File: config.mk
export PLATFORM = sky130hd
export DESIGN_NAME = key_schedule_sequencer
export DESIGN_NICKNAME = d
export VERILOG_FILES = /design/src/rtl/key_schedule_sequencer.sv
export SDC_FILE = /design/constraint.sdc
export NUM_CORES = 2
export LEC_CHECK = 0
export ABC_AREA = 1
export CAP_MARGIN = 10
export CORE_MARGIN = 4
export CORE_UTILIZATION = 55
export CTS_BUF_LIST = sky130_fd_sc_hd__clkbuf_8 sky130_fd_sc_hd__clkbuf_16
export CTS_CLUSTER_DIAMETER = 40
export DETAILED_ROUTE_END_ITERATION = 16
export PLACE_DENSITY = 0.73
export SETUP_SLACK_MARGIN = 0.3
export SLEW_MARGIN = 20
export SYNTH_ARGS = -nofsm -noshare
export SYNTH_HDL_FRONTEND = slang
export SYNTH_SLANG_ARGS = --single-unit
File: constraint.sdc
create_clock -name i_clk -period 3.74 [get_ports i_clk]
set_input_delay 0.748 -clock i_clk [delete_from_list [all_inputs] [get_ports i_clk]]
set_output_delay 0.748 -clock i_clk [all_outputs]
set_load 0.02 [all_outputs]
File: src/rtl/key_schedule_sequencer.sv
// DES round-key sequencer: latches a cipher key, walks the external subkey
// generator through rounds 0..15 and banks the 16 subkeys for round-indexed reads.
module key_schedule_sequencer (
  input  logic        i_clk,
  input  logic        i_rst,
  input  logic        i_key_valid,
  input  logic [63:0] i_64bit_key,
  output logic        o_key_ready,
  output logic [63:0] o_64bit_key,
  output logic [3:0]  o_round,
  input  logic [47:0] i_48bit_key,
  input  logic        i_decrypt,
  input  logic [3:0]  i_rd_round,
  output logic [47:0] o_rd_key,
  output logic        o_keys_valid,
  output logic        o_done
);

  // Key handshake: a key transfers on a rising edge where i_key_valid and
  // o_key_ready are both high; o_key_ready depends on state only.
  typedef enum logic [1:0] {
    S_IDLE  = 2'd0,
    S_GEN   = 2'd1,
    S_READY = 2'd2
  } state_t;

  state_t      r_state;
  state_t      w_next;
  logic [3:0]  r_cnt;
  logic [63:0] r_key;
  logic [47:0] r_bank [16];
  logic [47:0] r_rd_key;
  logic        r_done;
  logic        w_accept;
  logic        w_last;
  logic [3:0]  w_rd_idx;

  assign o_key_ready  = (r_state != S_GEN);
  assign o_keys_valid = (r_state == S_READY);
  assign o_round      = (r_state == S_GEN) ? r_cnt : 4'd0;
  assign o_64bit_key  = r_key;
  assign o_rd_key     = r_rd_key;
  assign o_done       = r_done;

  assign w_accept = i_key_valid & o_key_ready;
  assign w_last   = (r_state == S_GEN) && (r_cnt == 4'd15);
  assign w_rd_idx = i_decrypt ? (4'd15 - i_rd_round) : i_rd_round;

  always_ff @(posedge i_clk) begin
    if (i_rst) begin
      r_state <= S_IDLE;
    end else begin
      r_state <= w_next;
    end
  end

  always_comb begin
    w_next = r_state;
    case (r_state)
      S_IDLE:  if (w_accept) w_next = S_GEN;
      S_GEN:   if (r_cnt == 4'd15) w_next = S_READY;
      S_READY: if (w_accept) w_next = S_GEN;
      default: w_next = S_IDLE;
    endcase
  end

  always_ff @(posedge i_clk) begin
    if (i_rst) begin
      r_cnt    <= 4'd0;
      r_key    <= 64'd0;
      r_done   <= 1'b0;
      r_rd_key <= 48'd0;
      for (int i = 0; i < 16; i++) begin
        r_bank[i] <= 48'd0;
      end
    end else begin
      r_done <= w_last;
      if (w_accept) begin
        r_key <= i_64bit_key;
        r_cnt <= 4'd0;
      end else if (r_state == S_GEN) begin
        r_bank[r_cnt] <= i_48bit_key;
        if (r_cnt != 4'd15) begin
          r_cnt <= r_cnt + 4'd1;
        end
      end
      // Reads use the pre-edge bank, so a reload edge still returns the old key's subkey.
      r_rd_key <= o_keys_valid ? r_bank[w_rd_idx] : 48'd0;
    end
  end

endmodule

==> impl_metrics.env <==
export IMPL_dr_total_vias=32600
export IMPL_drv_cap=0
export IMPL_h_tree_depth=3
export IMPL_syn_num_nets=4671
export IMPL_leakage_nw=21.0
export IMPL_post_cts_repair_setup_buffers=0
export IMPL_syn_area_um2=40900
export IMPL_crit_path_end_kind="output pin"
export IMPL_wl_per_cell_um=22.0
export IMPL_synth_top_family_by_area="simple AND/OR/NAND/NOR gates"
export IMPL_portBuffers=238
export IMPL_synth_fa_ha_area_share_pct=0.153
export IMPL_dpl_hpwl_um=65000
export IMPL_cpPeakStageDelay_ns=0.72
export IMPL_skew_ns=0.0212
export IMPL_dieArea_um2=78700
export IMPL_critPathSlowestCell="clkdlybuf4s50_1"
export IMPL_vias_per_cell=5.70
export IMPL_cts_hold_fix_buffers=0
export IMPL_drt_initial_drc_count=4426
export IMPL_drc=0
export IMPL_yosysSeqAreaShare_pct=62.3
export IMPL_clk_pin_slew_ns=0.05
export IMPL_synth_distinct_cells=25
export IMPL_path_class="register to output pin"
export IMPL_cp_arrival_ns=2.20
export IMPL_clock_sinks=887
export IMPL_critPathRequiredTime_ns=2.99
export IMPL_post_route_min_period_ns=2.94
export IMPL_grt_max_degree=114
export IMPL_drive_gt1_share_pct=7.34
export IMPL_insertion_delay_ns=0.67
export IMPL_yosysWarnings=0
export IMPL_relSlewSlack_pct=32.5
export IMPL_initial_core_util_pct=55.7
export IMPL_gp_congestion=0.794
export IMPL_max_freq_ghz=0.340
export IMPL_finalHoldViolCount=0
export IMPL_syn_inst=4546
export IMPL_powerDensity_nw_per_um2=517
export IMPL_cts_tree="built"
export IMPL_cts_made_buffers=116
export IMPL_clockBufferDepth=3
export IMPL_cp_start_kind="register"
export IMPL_coreArea_um2=73300
export IMPL_synth_xor_area_share_pct=0.0612
export IMPL_crit_path_max_fanout=2
export IMPL_grt_setup_unrepaired="no"
export IMPL_crit_chain="inv_1 > nor2_1 > clkdlybuf4s50_1"
export IMPL_tightest_slew_ns=1.01
export IMPL_syn_to_final_growth_pct=18.6
export IMPL_setup_violations=0
export IMPL_yosys_area_share_simple_pct=25.2
export IMPL_fp_row_count=99
export IMPL_layout_nets=4782
export IMPL_grt_antenna_before_repair=1
export IMPL_clockRootBuffer="clkbuf_16"
export IMPL_grtUsageTotal_pct=31.7
export IMPL_ys_ff_latch=887
export IMPL_slew_violations=0
export IMPL_drt_pass1_iter_count=6
export IMPL_synth_compound_area_share_pct=1.47
export IMPL_grt_pass1_vias=32200
export IMPL_cts_resized=0
export IMPL_ir_worst_vdd_mv=0.376
export IMPL_status="finished, final reports clean"
export IMPL_dpl_cell_area_um2=44500
export IMPL_grt_remaining_overflow=0
export IMPL_drtAntennaViolNets=0
export IMPL_dieHeight_um=281
export IMPL_die_w_um=281
export IMPL_pin_count=239
export IMPL_fin_crit_sh_pct=78.7
export IMPL_grt_pass1_wl_um=189000
export IMPL_synth_mux_area_share_pct=0
export IMPL_drt_total_wl_um=126000
export IMPL_design_area_um2=48500
export IMPL_setup_tns_ns=0
export IMPL_hp_class="register to register"
export IMPL_postSynthAreaPerCell_um2=8.99
[Yosys cell counts]
cell type / instances / area, um^2
nor2_4: 1 / 11.3
o21ai_0: 66 / 330
a31oi_1: 1 / 6.26
clkbuf_1: 192 / 721
buf_4: 1 / 7.51
a21oi_1: 51 / 255
nor2_2: 2 / 12.5
a211oi_1: 1 / 7.51
buf_1: 10 / 37.5
clkinv_1: 1 / 3.75
nor4_1: 1 / 6.26
ha_1: 5 / 62.6
inv_1: 786 / 2950
nand2_2: 3 / 18.8
nand3b_1: 48 / 360
dfxtp_1: 119 / 2380
nor2_1: 908 / 3410
xnor2_1: 1 / 8.76
buf_6: 2 / 22.5
xnor2_2: 1 / 16.3
inv_2: 4 / 15.0
nand2_1: 573 / 2150
nand3_1: 868 / 4340
edfxtp_1: 768 / 23100
buf_2: 133 / 666
[report_power, final]
part | internal (mW) | switching, mW
registers | 11.1 | 0.113
logic | 0.816 | 1.75
clock network | 6.90 | 4.40
[final timing paths]
check                  start         endpoint  slack [ns]  cells after the start
min reg2reg  o_64bit_key[18]  o_64bit_key[18]        0.48                      2
max reg2reg         r_cnt[0]   r_bank[15][31]        1.43                      6
min          o_64bit_key[18]  o_64bit_key[18]        0.48                      2
max               r_state[1]     o_keys_valid        0.80                      3
[worst max-delay path, delay by kind of cell, from the launching register on]
kind / cells / cell delay, ns
buffers and inverters: 2 / 0.77
flip-flops: 1 / 0.30
AND/OR/NAND/NOR: 1 / 0.46
[stage by stage]
stage	hold slack (ns)	util [%]	worst slack [ns]	total power, mW	cells
after floorplan	0.473	-	0.709	12.9	4546
after global placement	0.460	60.6	0.693	13.9	5498
after detailed placement	0.470	60.6	0.671	13.9	5498
after CTS	0.483	66.1	0.809	25.1	5715
after global routing	0.503	66.1	0.789	25.8	5715
final	0.477	66.1	0.795	25.1	5716
[cells in the final DEF, fill, tap and decap left out, drive strengths merged]
cell type / count
a211oi: 1
a21oi: 51
a31oi: 1
buf: 93
bufinv: 12
clkbuf: 130
clkdlybuf4s50: 238
clkinv: 35
clkinvlp: 20
dfxtp: 119
diode: 1
edfxtp: 768
ha: 5
inv: 811
nand2: 576
nand3: 868
nand3b: 48
nor2: 911
nor4: 1
o21ai: 66
xnor2: 2
[per-layer routing]
layer	part of all wire, %	vias to the layer above	global-route usage [%]
met1	37	15300	41.7
met3	13	365	7.86
met5	0.010	-	0
met2	46	2240	51.0
li1	-	14700	-
met4	4.0	2	12.9
[registers in the layout, indices dropped and copies added, names as in the netlist]
signal	flops
r_bank	768
r_state	2
o_64bit_key	64
o_rd_key	48
o_done	1
r_cnt	4
[layout make-up]
type / count / area, um^2
Fill cell: 5626 / 24900
Clock inverter: 87 / 876
Sequential cell: 887 / 25400
Antenna cell: 1 / 2.50
Clock buffer: 130 / 3140
Timing Repair Buffer: 331 / 3610
Multi-Input combinational cell: 2530 / 11200
Inverter: 791 / 2980
Tap cell: 959 / 1200
[kinds of logic after synthesis]
family / after synthesis
and+or+nand+nor: 2404
xor gates and xnor gates: 2
adders and majority gates: 5
DFF: 887
AOI/OAI and AO/OA: 119
buffers and inverters: 1129
No activity file was read; power rests on OpenSTA's default activity.
